## config.mk

```make
export PLATFORM = sky130hd
export DESIGN_NAME = rom_fetch_arbiter_flat
export DESIGN_NICKNAME = d
export VERILOG_FILES = /design/src/rtl/rom_arb_pkg.sv /design/src/rtl/rom_fetch_arbiter_if.sv /design/src/rtl/rom_arb_age_counter.sv /design/src/rtl/rom_fetch_arbiter.sv /design/src/flat_wrapper.sv
export SDC_FILE = /design/constraint.sdc
export NUM_CORES = 1
export LEC_CHECK = 0
export CORE_UTILIZATION = 35
export CTS_BUF_LIST = sky130_fd_sc_hd__clkbuf_8
export DETAILED_ROUTE_END_ITERATION = 8
export PLACE_DENSITY = 0.73
export SLEW_MARGIN = 20
export SYNTH_ARGS = -nofsm -noshare
export SYNTH_HDL_FRONTEND = slang
export SYNTH_SLANG_ARGS = --single-unit
```

## constraint.sdc

```tcl
create_clock -name clk -period 3.9 [get_ports clk]
set_input_delay 1.17 -clock clk [delete_from_list [all_inputs] [get_ports clk]]
set_output_delay 1.17 -clock clk [all_outputs]
set_load 0.1 [all_outputs]
```

## src/rtl/rom_arb_pkg.sv

```systemverilog
// Shared types and default sizes for the ROM fetch arbiter: sequencer states,
// port ownership and the width helper for the optional age counter.
package rom_arb_pkg;

  localparam int DEF_DATA_WIDTH   = 32;
  localparam int DEF_ADDR_WIDTH   = 8;
  localparam int DEF_STARVE_LIMIT = 4;

  typedef enum logic [1:0] {
    ST_IDLE = 2'd0,
    ST_READ = 2'd1,
    ST_RESP = 2'd2
  } state_t;

  typedef enum logic {
    OWNER_A = 1'b0,
    OWNER_B = 1'b1
  } owner_t;

  // Bits needed to hold 0..limit.
  function automatic int age_cnt_width(input int limit);
    return (limit < 1) ? 1 : $clog2(limit + 1);
  endfunction

endpackage

```

## src/rtl/rom_fetch_arbiter_if.sv

```systemverilog
// Bundle of the two requester ports, the ROM pins and the busy flag.
// The arbiter uses the slave view; requesters and ROM model use master.
interface rom_fetch_arbiter_if
  import rom_arb_pkg::*;
#(
  parameter int DATA_WIDTH = DEF_DATA_WIDTH,
  parameter int ADDR_WIDTH = DEF_ADDR_WIDTH
);

  logic                  a_req;
  logic [ADDR_WIDTH-1:0] a_addr;
  logic                  a_ack;
  logic [DATA_WIDTH-1:0] a_rdata;

  logic                  b_req;
  logic [ADDR_WIDTH-1:0] b_addr;
  logic                  b_ack;
  logic [DATA_WIDTH-1:0] b_rdata;

  logic [ADDR_WIDTH-1:0] mem_addr;
  logic [DATA_WIDTH-1:0] mem_q;
  logic                  busy;

  modport slave (
    input  a_req, a_addr, b_req, b_addr, mem_q,
    output a_ack, a_rdata, b_ack, b_rdata, mem_addr, busy
  );

  modport master (
    output a_req, a_addr, b_req, b_addr, mem_q,
    input  a_ack, a_rdata, b_ack, b_rdata, mem_addr, busy
  );

endinterface

```

## src/rtl/rom_arb_age_counter.sv

```systemverilog
// Saturating count of arbitrations port B lost while requesting; raises
// force_b once the count reaches STARVE_LIMIT so B takes the next grant.
module rom_arb_age_counter
  import rom_arb_pkg::*;
#(
  parameter int STARVE_LIMIT = DEF_STARVE_LIMIT
) (
  input  logic clk,
  input  logic reset,
  input  logic arb_valid,
  input  logic b_req,
  input  logic b_grant,
  output logic force_b
);

  localparam int            CW    = age_cnt_width(STARVE_LIMIT);
  localparam logic [CW-1:0] LIMIT = CW'(STARVE_LIMIT);

  logic [CW-1:0] count;

  always_ff @(posedge clk) begin
    if (reset) begin
      count <= '0;
    end else if (b_grant) begin
      count <= '0;
    end else if (arb_valid && b_req && (count != LIMIT)) begin
      count <= count + CW'(1);
    end
  end

  assign force_b = (count == LIMIT);

endmodule

```

## src/rtl/rom_fetch_arbiter.sv

```systemverilog
// Shares one combinational-read ROM between CPU fetch (A, fixed priority)
// and debug readback (B). Optional B age guard: define ROM_ARB_AGE_GUARD_EN.
module rom_fetch_arbiter
  import rom_arb_pkg::*;
#(
  parameter int DATA_WIDTH   = DEF_DATA_WIDTH,
  parameter int ADDR_WIDTH   = DEF_ADDR_WIDTH,
  parameter int STARVE_LIMIT = DEF_STARVE_LIMIT
) (
  input  logic                clk,
  input  logic                reset,
  rom_fetch_arbiter_if.slave  bus
);

  state_t                state_q,   state_d;
  owner_t                owner_q,   owner_d;
  logic [ADDR_WIDTH-1:0] addr_q,    addr_d;
  logic                  a_ack_q,   a_ack_d;
  logic                  b_ack_q,   b_ack_d;
  logic [DATA_WIDTH-1:0] a_rdata_q, a_rdata_d;
  logic [DATA_WIDTH-1:0] b_rdata_q, b_rdata_d;

  logic arb_valid;
  logic b_wins;
  logic force_b;

  assign arb_valid = (state_q == ST_IDLE) && (bus.a_req || bus.b_req);
  assign b_wins    = bus.b_req && (!bus.a_req || force_b);

`ifdef ROM_ARB_AGE_GUARD_EN
  rom_arb_age_counter #(
    .STARVE_LIMIT (STARVE_LIMIT)
  ) u_age_counter (
    .clk       (clk),
    .reset     (reset),
    .arb_valid (arb_valid),
    .b_req     (bus.b_req),
    .b_grant   (arb_valid && b_wins),
    .force_b   (force_b)
  );
`else
  // Fixed priority: B is never forced (a legal limit is at least 1).
  assign force_b = (STARVE_LIMIT == 0);
`endif

  always_comb begin
    // NOTE: every target gets a default before the case so no path leaves
    // a variable unassigned, which would otherwise infer a latch.
    state_d   = state_q;
    owner_d   = owner_q;
    addr_d    = addr_q;
    a_ack_d   = 1'b0;
    b_ack_d   = 1'b0;
    a_rdata_d = a_rdata_q;
    b_rdata_d = b_rdata_q;

    unique case (state_q)
      ST_IDLE: begin
        if (arb_valid) begin
          owner_d = b_wins ? OWNER_B : OWNER_A;
          addr_d  = b_wins ? bus.b_addr : bus.a_addr;
          state_d = ST_READ;
        end
      end
      ST_READ: begin
        // ROM data is valid here; capture it so ack and rdata leave flops.
        if (owner_q == OWNER_A) begin
          a_rdata_d = bus.mem_q;
          a_ack_d   = 1'b1;
        end else begin
          b_rdata_d = bus.mem_q;
          b_ack_d   = 1'b1;
        end
        state_d = ST_RESP;
      end
      ST_RESP: begin
        state_d = ST_IDLE;
      end
      default: begin
        state_d = ST_IDLE;
      end
    endcase
  end

  always_ff @(posedge clk) begin
    // NOTE: registers take non-blocking assignments so every flop samples
    // the pre-edge value regardless of statement order.
    if (reset) begin
      state_q   <= ST_IDLE;
      owner_q   <= OWNER_A;
      addr_q    <= '0;
      a_ack_q   <= 1'b0;
      b_ack_q   <= 1'b0;
      a_rdata_q <= '0;
      b_rdata_q <= '0;
    end else begin
      state_q   <= state_d;
      owner_q   <= owner_d;
      addr_q    <= addr_d;
      a_ack_q   <= a_ack_d;
      b_ack_q   <= b_ack_d;
      a_rdata_q <= a_rdata_d;
      b_rdata_q <= b_rdata_d;
    end
  end

  assign bus.mem_addr = addr_q;
  assign bus.a_ack    = a_ack_q;
  assign bus.b_ack    = b_ack_q;
  assign bus.a_rdata  = a_rdata_q;
  assign bus.b_rdata  = b_rdata_q;
  assign bus.busy     = (state_q != ST_IDLE);

endmodule
```

## src/flat_wrapper.sv

```systemverilog
// flat-port wrapper written by rule: the top's interface ports become plain ports
module rom_fetch_arbiter_flat import rom_arb_pkg::*;
#(
  parameter int DATA_WIDTH   = DEF_DATA_WIDTH,
  parameter int ADDR_WIDTH   = DEF_ADDR_WIDTH,
  parameter int STARVE_LIMIT = DEF_STARVE_LIMIT
)
  (clk, reset, bus_a_req, bus_a_addr, bus_b_req, bus_b_addr, bus_mem_q, bus_a_ack, bus_a_rdata, bus_b_ack, bus_b_rdata, bus_mem_addr, bus_busy);
  rom_fetch_arbiter_if #(.DATA_WIDTH(DATA_WIDTH), .ADDR_WIDTH(ADDR_WIDTH)) bus_i ();
  input  logic clk;
  input  logic reset;
  input wire logic [$bits(bus_i.a_req)-1:0] bus_a_req;
  input wire logic [$bits(bus_i.a_addr)-1:0] bus_a_addr;
  input wire logic [$bits(bus_i.b_req)-1:0] bus_b_req;
  input wire logic [$bits(bus_i.b_addr)-1:0] bus_b_addr;
  input wire logic [$bits(bus_i.mem_q)-1:0] bus_mem_q;
  output wire logic [$bits(bus_i.a_ack)-1:0] bus_a_ack;
  output wire logic [$bits(bus_i.a_rdata)-1:0] bus_a_rdata;
  output wire logic [$bits(bus_i.b_ack)-1:0] bus_b_ack;
  output wire logic [$bits(bus_i.b_rdata)-1:0] bus_b_rdata;
  output wire logic [$bits(bus_i.mem_addr)-1:0] bus_mem_addr;
  output wire logic [$bits(bus_i.busy)-1:0] bus_busy;
  assign bus_i.a_req = bus_a_req;
  assign bus_i.a_addr = bus_a_addr;
  assign bus_i.b_req = bus_b_req;
  assign bus_i.b_addr = bus_b_addr;
  assign bus_i.mem_q = bus_mem_q;
  assign bus_a_ack = bus_i.a_ack;
  assign bus_a_rdata = bus_i.a_rdata;
  assign bus_b_ack = bus_i.b_ack;
  assign bus_b_rdata = bus_i.b_rdata;
  assign bus_mem_addr = bus_i.mem_addr;
  assign bus_busy = bus_i.busy;
  rom_fetch_arbiter #(.DATA_WIDTH(DATA_WIDTH), .ADDR_WIDTH(ADDR_WIDTH), .STARVE_LIMIT(STARVE_LIMIT)) u_core (.clk(clk), .reset(reset), .bus(bus_i));
endmodule
```

==> summary.txt, run 1 <==
Run status
  • Outcome: finished, final reports clean

Logic synthesis
  • Cells after Synth: approximately 350
  • #FFs+latches synth: 77
  • Syn Std Cell Area: 2760 sq um
  • Syn nets: 397
  • Distinct cells, synth: 22
  • Sequential share of the synthesized area: 55.8%
  • YS warnings: 0
  • Syn_area_per_cell: 8.00 sq um

Clocking
  • H-tree depth: 3
  • Clock Latency Late Sink: between 0.3 and 0.4 ns
  • Clock tree sinks: 77
  • PostCTS Resize Cnt: 0
  • CTS tree: yes
  • Post-CTS Setup Bufs: 0
  • CTS Buf Count: 9
  • Reg clk slew, reported paths: ~0.070 ns
  • CTS Hold Bufs: 0
  • Root Driver: clkbuf_8
  • Bufs on Longest Clock Path: 2

Floorplanning
  • Die ar.: 8250 sq um
  • I/O pins: around 130
  • Initial Util: between 30% and 40%
  • Die Wd: 90.8 microns
  • Row Count: 32
  • Core area: 7690 sq um
  • Die height: 90.8 microns

Layout
  • Final std cells w/o fill: 567
  • Nets@finish: a little over 500
  • Number of fill cells: 755
  • Commonest cells after routing, fill and taps aside: nand2_1, clkdlybuf4s50_1, dfxtp_1
  • Design Area, Final: 4190 sq um
  • Commonest non-fill, non-tap cell in the layout: nand2_1
  • Layout cell share with drive strength beyond 1: 7.10%
  • Area Growth Syn to Fin: 51.7%
  • Diode count: 0

Global routing
  • Total gr overflow: 0
  • Global-route usage over all layers: 18.3%
  • Pin count of the biggest net entering global routing: around 80
  • Initial antenna violation count: 0
  • First-pass GRT wire length: 12,000 microns
  • Vias in the first global route: between 2,000 and 3,000

Worst setup path
  • CP max stage delay: 1.14 ns
  • Crit path max-delay cell type: clkdlybuf4s50_1
  • CP Data Required Time: 2.73 ns
  • R2R depth: 4
  • Flop2flop setup slack: 2.17 ns
  • Worst path cell trace: clkdlybuf4s50_1
  • WP depth: 1
  • CP endpoint: bus_b_rdata[14]
  • Critical path buffers and inverters: 1
  • Worst r2r src: u_core.state_q[0]$_SDFFE_PP0P_
  • Startpoint types: flip-flop
  • Critical-path maximum fanout: 2
  • Reg-to-Reg End: u_core.bus.a_rdata[9]$_SDFFE_PP0P_
  • Setup crit end kind: output pin
  • Critical path startpoint: u_core.bus.b_rdata[14]$_SDFFE_PP0P_
  • Critical path type: reg2out
  • WP data arrival: 1.83 ns
  • Worst path top cell family by delay: buffers and inverters

Drt
  • Vias per inst: 4.69
  • Number of remaining DRC errors: 0
  • Starting DRT DRC Count: 92
  • WL per Instance: around 13 microns
  • Drt first pass iters: 4
  • Total wire length: around 7400 microns
  • Vias: 2,658
  • Detail Route Antenna Nets: 0

Pwr
  • Logic pwr share: 27.5%
  • Net Sw Frac: 35.4%
  • Clock power frac: 26.9%
  • Power Total: roughly 1.9 mW
  • Leakage: ~1.5 nW
  • PwrDens: 443 nW/um^2
  • Sequential share of power: 45.6%
  • IR drop worst, VDD: ~0.23 mV
  • Sw Pwr: around 660 uW
  • Pint: 1.20 mW

Place
  • Placed insts: 552
  • Count of input and output buffers: 126
  • Post-Place Cell Area: 4030 sq um
  • Pre-CTS WS: roughly 1.2 ns
  • Hpwl dp: 5000 microns
  • Final Wtd Congestion: 0.735

Job
  • Max Cap Violations: 0

Min path
  • Min-Delay Path Class: reg2reg
  • Hold_sp: u_core.bus.b_rdata[16]$_SDFFE_PP0P_

STA
  • Final Cycle Share: about three quarters
  • Setup TNS: 0 ns
  • Min Tclk post-route: 3.00 ns
  • Worst Clk Skew: slightly below 0.006 ns
  • Max Slew Vio Count: 0
  • Max Freq: 333 MHz
  • Final Hold Fails: 0
  • Slew headroom: 33.5%
  • Slew @ Worst Pin: 0.994 ns
  • RSZ-0062 raised after global routing: no
  • Setup WS post-layout: 0.899 ns
  • Finish-stage setup viols: 0
flip-flops by register name (all words and copies together), names as in the netlist:
name and cells:
u_core.bus.b_ack 1, u_core.bus.mem_addr 8, u_core.state_q 2, u_core.owner_q 1, u_core.bus.b_rdata 32, u_core.bus.a_rdata 32
u_core.bus.a_ack 1
how the worst min path moves through the flow:
stage | endpoint | slack [ns] | depth (start not counted)
detailed placement | u_core.bus.b_rdata[31]$_SDFFE_PP0P_ | 0.45 | 2
CTS | u_core.bus.a_rdata[16]$_SDFFE_PP0P_ | 0.46 | 2
global placement | u_core.bus.b_rdata[26]$_SDFFE_PP0P_ | 0.44 | 2
floorplan | u_core.owner_q$_SDFFE_PP0P_ | 0.49 | 2
global route | u_core.bus.b_rdata[6]$_SDFFE_PP0P_ | 0.47 | 2
finish | u_core.bus.b_rdata[16]$_SDFFE_PP0P_ | 0.45 | 2
cell families (layout without fill, tap and decap cells):
| group | Yosys count | after routing | synth area share [%] |
|---|---|---|---|
| and+or+nand+nor | 159 | 159 | 23.3 |
| AOI/OAI and AO/OA | 82 | 82 | 16.0 |
| DFF | 77 | 77 | 55.8 |
| buffers and inverters | 27 | 147 | 4.94 |
metrics by stage:
| step | utilization (%) | hold slack [ns] |
|---|---|---|
| 2_1_floorplan | - | 0.495 |
| 3_3_place_gp | 52.4 | 0.442 |
| 3_5_place_dp | 52.4 | 0.447 |
| 4_1_cts | 54.5 | 0.458 |
| 5_1_grt | 54.5 | 0.471 |
| 6_report | 54.5 | 0.454 |
layout make-up:
cell class | count | area, sq um | share of cell area (%)
Sequential cell | 77 | 1540 | 36.8
Timing Repair Buffer | 131 | 1270 | 30.2
Multi-Input combinational cell | 241 | 1090 | 26.0
Clock buffer | 10 | 138 | 3.29
Tap cell | 102 | 128 | 3.05
Clock inverter | 5 | 21.3 | 0.508
Inverter | 1 | 3.75 | 0.0897
synthesized netlist by cell type, drive strengths merged:
cell type | instances | area share, %
nor2 | 5 | 1.0
nand2 | 145 | 20
dfxtp | 77 | 56
clkbuf | 11 | 1.5
buf | 15 | 3.3
a21oi | 73 | 13
o21ai | 1 | 0.18
a311oi | 8 | 2.5
nand2b | 1 | 0.23
nand3b | 1 | 0.27
or2 | 1 | 0.23
nor2b | 1 | 0.23
nor3 | 1 | 0.18
inv | 1 | 0.14
or3b | 1 | 0.32
nor3b | 2 | 0.73
and3b | 1 | 0.32
metal layers:
layer,routed length (microns),vias to the layer above,global-route usage [%]
met3,504,11,5.30
li1,-,1355,-
met5,0,-,0
met2,3520,96,30.4
met4,106,0,8.47
met1,3300,1196,21.6
power by group through the flow:
stage               Clock (mW)  Combinational, mW  Sequential (mW)
floorplan                    0              0.107             1.12
global placement             0              0.508            0.862
detailed placement           0              0.511            0.864
CTS                      0.521              0.512            0.846
global route             0.549              0.532            0.851
finish                   0.499              0.509            0.846
Note: power is estimated with default switching activity, not from simulation.
==> run 2, diff against run 1 <==
- clock period: 3.9 -> 2.82 ns (I/O delays scaled with it)
==> summary.txt, run 2 (synthesized netlist as in run 1, its figures left out) <==
Run status
  • Outcome: finished, final reports clean

Min path
  • Min-Delay Path Class: reg2reg

Pwr
  • Sequential share of power: 40.8%
  • Power Total: 2.87 mW
  • Leakage: 1.65 nW
  • PwrDens: 696 nW/um^2
  • Net Sw Frac: 32.2%
  • IR drop worst, VDD: roughly 0.33 mV
  • Pint: 1.95 mW
  • Logic pwr share: 24.1%
  • Sw Pwr: 926 uW
  • Clock power frac: 35.1%

Clocking
  • Bufs on Longest Clock Path: 2
  • CTS Hold Bufs: 0
  • Root Driver: clkbuf_8
  • PostCTS Resize Cnt: 0
  • H-tree depth: 3
  • Clock tree sinks: 77
  • Post-CTS Setup Bufs: 0
  • CTS Buf Count: 9
  • CTS tree: yes
  • Reg clk slew, reported paths: around 0.07 ns
  • Clock Latency Late Sink: ~0.33 ns

Layout
  • Area Growth Syn to Fin: 49.5%
  • Commonest non-fill, non-tap cell in the layout: nand2_1
  • Number of fill cells: 732
  • Design Area, Final: 4130 sq um
  • Final Core Density: 53.7%
  • Commonest cells after routing, fill and taps aside: nand2_1, buf_4, dfxtp_1
  • Diode count: 0
  • Layout cell share with drive strength beyond 1: 21.5%
  • Nets@finish: 513

Floorplanning
  • Die ar.: 8250 sq um
  • Die height: 90.8 microns
  • I/O pins: about 130
  • Row Count: 32
  • Core area: 7690 sq um
  • Initial Util: 35.9%
  • Die Wd: 90.8 microns

Drt
  • Vias per inst: 4.73
  • Drt first pass iters: 4
  • Starting DRT DRC Count: 75
  • Total wire length: 7420 microns
  • WL per Instance: 13.1 microns
  • Vias: between 2,000 and 3,000
  • Number of remaining DRC errors: 0
  • Detail Route Antenna Nets: 0

Worst setup path
  • Setup crit end kind: output pin
  • Startpoint types: flip-flop
  • Flop2flop setup slack: 1.05 ns
  • WP data arrival: 1.49 ns
  • Critical path type: reg2out
  • Critical-path maximum fanout: 10
  • CP Data Required Time: 1.97 ns

Place
  • Hpwl dp: 5050 microns
  • Count of input and output buffers: 126
  • Final Wtd Congestion: 0.772
  • Post-Place Cell Area: 3880 sq um

STA
  • Max Slew Vio Count: 0
  • Slew headroom: 49.6%
  • Min Tclk post-route: 2.33 ns
  • RSZ-0062 raised after global routing: no
  • Worst Clk Skew: roughly 0.0079 ns
  • Slew @ Worst Pin: 0.755 ns
  • Finish-stage setup viols: 0
  • Setup TNS: 0 ns
  • Final Cycle Share: roughly 83%
  • Final Hold Fails: 0
  • Max Freq: 429 MHz

Global routing
  • First-pass GRT wire length: 12,300 microns
  • Initial antenna violation count: 0
  • Global-route usage over all layers: 18.6%
  • Total gr overflow: 0
  • Pin count of the biggest net entering global routing: 48
  • Vias in the first global route: 2,602

Job
  • Max Cap Violations: 0
-- run 2: cell count changes in the layout (fill, tap and decap cells not counted) --
| cell | delta |
|---|---|
| clkinv_2 | -1 |
| buf_4 | +63 |
| bufinv_16 | +3 |
| clkbuf_8 | +1 |
| clkdlybuf4s50_1 | -64 |
| inv_1 | -3 |
| buf_12 | +1 |
-- run 2: worst paths after layout --
| path | cells past startpoint | to | from |
|---|---|---|---|
| worst max register to register | 4 | u_core.bus.a_rdata[24]$_SDFFE_PP0P_ | u_core.state_q[0]$_SDFFE_PP0P_ |
| worst min register to register | 2 | u_core.bus.b_rdata[3]$_SDFFE_PP0P_ | u_core.bus.b_rdata[3]$_SDFFE_PP0P_ |
| worst min-delay path | 2 | u_core.bus.b_rdata[3]$_SDFFE_PP0P_ | u_core.bus.b_rdata[3]$_SDFFE_PP0P_ |
| worst max-delay path | 3 | bus_busy | u_core.state_q[1]$_SDFFE_PP0P_ |
-- run 2: power groups by stage --
stage / clock (mW) / combinational, mW / sequential (mW)
floorplan: 0 / 0.149 / 1.55
detailed placement: 0 / 0.695 / 1.20
global route: 1.08 / 0.726 / 1.18
global placement: 0 / 0.689 / 1.19
CTS: 1.04 / 0.695 / 1.17
finish: 1.01 / 0.692 / 1.17
-- run 2: final cells by class --
class | instances | area [sq um] | share of cell area, %
clock buffers | 11 | 151 | 3.67
clock inverters | 4 | 95.1 | 2.30
inverters | 1 | 3.75 | 0.0910
multi-input cells | 241 | 1090 | 26.4
flip-flops and latches | 77 | 1540 | 37.4
well taps | 102 | 128 | 3.09
repair buffers | 131 | 1120 | 27.1
-- run 2: per-stage QoR --
step	worst slack [ns]	hold slack, ns	std cells
after detailed placement	0.458	0.447	552
after global routing	0.337	0.472	567
after CTS	0.451	0.458	567
after floorplan	0.809	0.495	345
final	0.487	0.456	567
after global placement	0.530	0.443	552
-- run 2: worst max-delay path: stages, from the launching register on --
cell and delay (ns):
dfxtp_1 0.37, nor2_2 0.33, inv_1 0.18, buf_4 0.27
-- run 2: metal layers --
layer / vias to the layer above / GRT usage, % / part of all wire [%]
met3: 10 / 4.71 / 6.2
met4: 0 / 6.88 / 1.4
met1: 1233 / 22.7 / 45
met5: - / 0 / 0
met2: 83 / 31.4 / 48
li1: 1354 / - / -
==> run 3, diff against run 2 <==
- PLACE_DENSITY: 0.73 -> 0.75
- clock period: 2.82 -> 2.1 ns (I/O delays scaled with it)
==> summary.txt, run 3 (synthesized netlist as in run 1, its figures left out) <==
Global routing
  • Initial antenna violation count: 0
  • Total gr overflow: 0
  • Pin count of the biggest net entering global routing: 45
  • First-pass GRT wire length: 12,600 microns
  • Global-route usage over all layers: 19.0%
  • Vias in the first global route: about 2,700

Floorplanning
  • I/O pins: 127
  • Initial Util: a little over a third
  • Row Count: 32
  • Core area: 7690 sq um
  • Die ar.: approximately 8000 sq um
  • Die Wd: 90.8 microns
  • Die height: 90.8 microns

Clocking
  • PostCTS Resize Cnt: 0
  • Bufs on Longest Clock Path: 2
  • Reg clk slew, reported paths: 0.07 ns
  • H-tree depth: 3
  • Post-CTS Setup Bufs: 0
  • CTS tree: yes
  • Root Driver: clkbuf_8
  • CTS Hold Bufs: 0
  • Clock tree sinks: 77
  • Clock Latency Late Sink: 0.34 ns
  • CTS Buf Count: 9

STA
  • Worst Clk Skew: 0.00917 ns
  • Finish-stage setup viols: 0
  • Setup WS post-layout: 0.216 ns
  • Min Tclk post-route: roughly 1.9 ns
  • Max Slew Vio Count: 0
  • RSZ-0062 raised after global routing: no
  • Slew @ Worst Pin: a little under 0.5 ns
  • Final Hold Fails: 0
  • Slew headroom: 67.0%
  • Setup TNS: 0 ns
  • Max Freq: 531 MHz
  • Final Cycle Share: 89.7%

Layout
  • Nets@finish: just over 500
  • Layout cell share with drive strength beyond 1: 22.7%
  • Commonest non-fill, non-tap cell in the layout: nand2_1
  • Commonest cells after routing, fill and taps aside: nand2_1, dfxtp_1, buf_12
  • Area Growth Syn to Fin: 83.4%
  • Diode count: 0
  • Final Core Density: 65.9%

Worst setup path
  • Setup crit end kind: output pin
  • WP data arrival: 1.25 ns
  • Critical path type: reg2out
  • Startpoint types: flip-flop
  • Critical-path maximum fanout: 6
  • CP Data Required Time: approximately 1.5 ns

Run status
  • Outcome: finished, final reports clean

Drt
  • Starting DRT DRC Count: 99
  • Vias: 2,744
  • Detail Route Antenna Nets: 0
  • Vias per inst: 4.78
  • Number of remaining DRC errors: 0
  • Drt first pass iters: 5
  • WL per Instance: ~13 microns
  • Total wire length: 7620 microns

Place
  • Pre-CTS WS: 0.173 ns
  • Count of input and output buffers: ~130
  • Final Wtd Congestion: 0.724
  • Hpwl dp: 5610 microns

Pwr
  • PwrDens: 779 nW/um^2
  • Leakage: 1.88 nW
  • Power Total: 3.94 mW
  • IR drop worst, VDD: 0.519 mV

Job
  • Max Cap Violations: 0

Min path
  • Min-Delay Path Class: reg2reg
## run 3: cell count changes in the layout (fill, tap and decap cells not counted), sizes merged
cell	previous run	this run
clkbuf	11	10
bufinv	3	2
clkinv	1	3
buf	81	87
clkinvlp	0	1
## run 3: cell type report
class / count / area [sq um]
clock buffer: 10 / 138
clock inverter: 6 / 86.3
fill: 621 / 2630
inverter: 1 / 3.75
multi-input combinational: 241 / 1090
sequential: 77 / 1540
tap: 102 / 128
timing repair buffer: 137 / 2080
## run 3: power by group
part / internal, mW / switching, mW / total, mW
Combinational: 0.413 / 0.699 / 1.11
Clock: 0.700 / 0.525 / 1.22
Sequential: 1.53 / 0.0766 / 1.61
## run 3: worst paths after layout
check                           slack (ns)                                start                             endpoint  cells past startpoint
worst min-delay path                  0.49  u_core.bus.b_rdata[21]$_SDFFE_PP0P_  u_core.bus.b_rdata[21]$_SDFFE_PP0P_                      2
worst min register to register        0.49  u_core.bus.b_rdata[21]$_SDFFE_PP0P_  u_core.bus.b_rdata[21]$_SDFFE_PP0P_                      2
worst max-delay path                  0.22       u_core.state_q[1]$_SDFFE_PP0P_                             bus_busy                      3
worst max register to register        0.67       u_core.state_q[0]$_SDFFE_PP0P_  u_core.bus.a_rdata[24]$_SDFFE_PP0P_                      4
## run 3: metrics by stage
| stage | area [sq um] | hold WS [ns] | cells |
|---|---|---|---|
| 2_1_floorplan | 2760 | 0.495 | 345 |
| 3_3_place_gp | 4840 | 0.479 | 558 |
| 3_5_place_dp | 4840 | 0.484 | 558 |
| 4_1_cts | 5060 | 0.495 | 574 |
| 5_1_grt | 5060 | 0.509 | 574 |
| 6_report | 5060 | 0.492 | 574 |
## run 3: metal layers
layer  GRT usage [%]  vias up  wire length [microns]  share of wire, %
li1                -     1367                      -                 -
met4            7.14        0                    127               1.7
met1            21.4     1274                   3090                41
met5               0        -                      0                 0
met3            5.56       12                    540               7.1
met2            33.6       91                   3860                51
## run 3: worst max-delay path: stages, from the launching register on
cell,delay (ns)
dfxtp_1,0.45
nor2_2,0.06
inv_1,0.19
buf_12,0.21
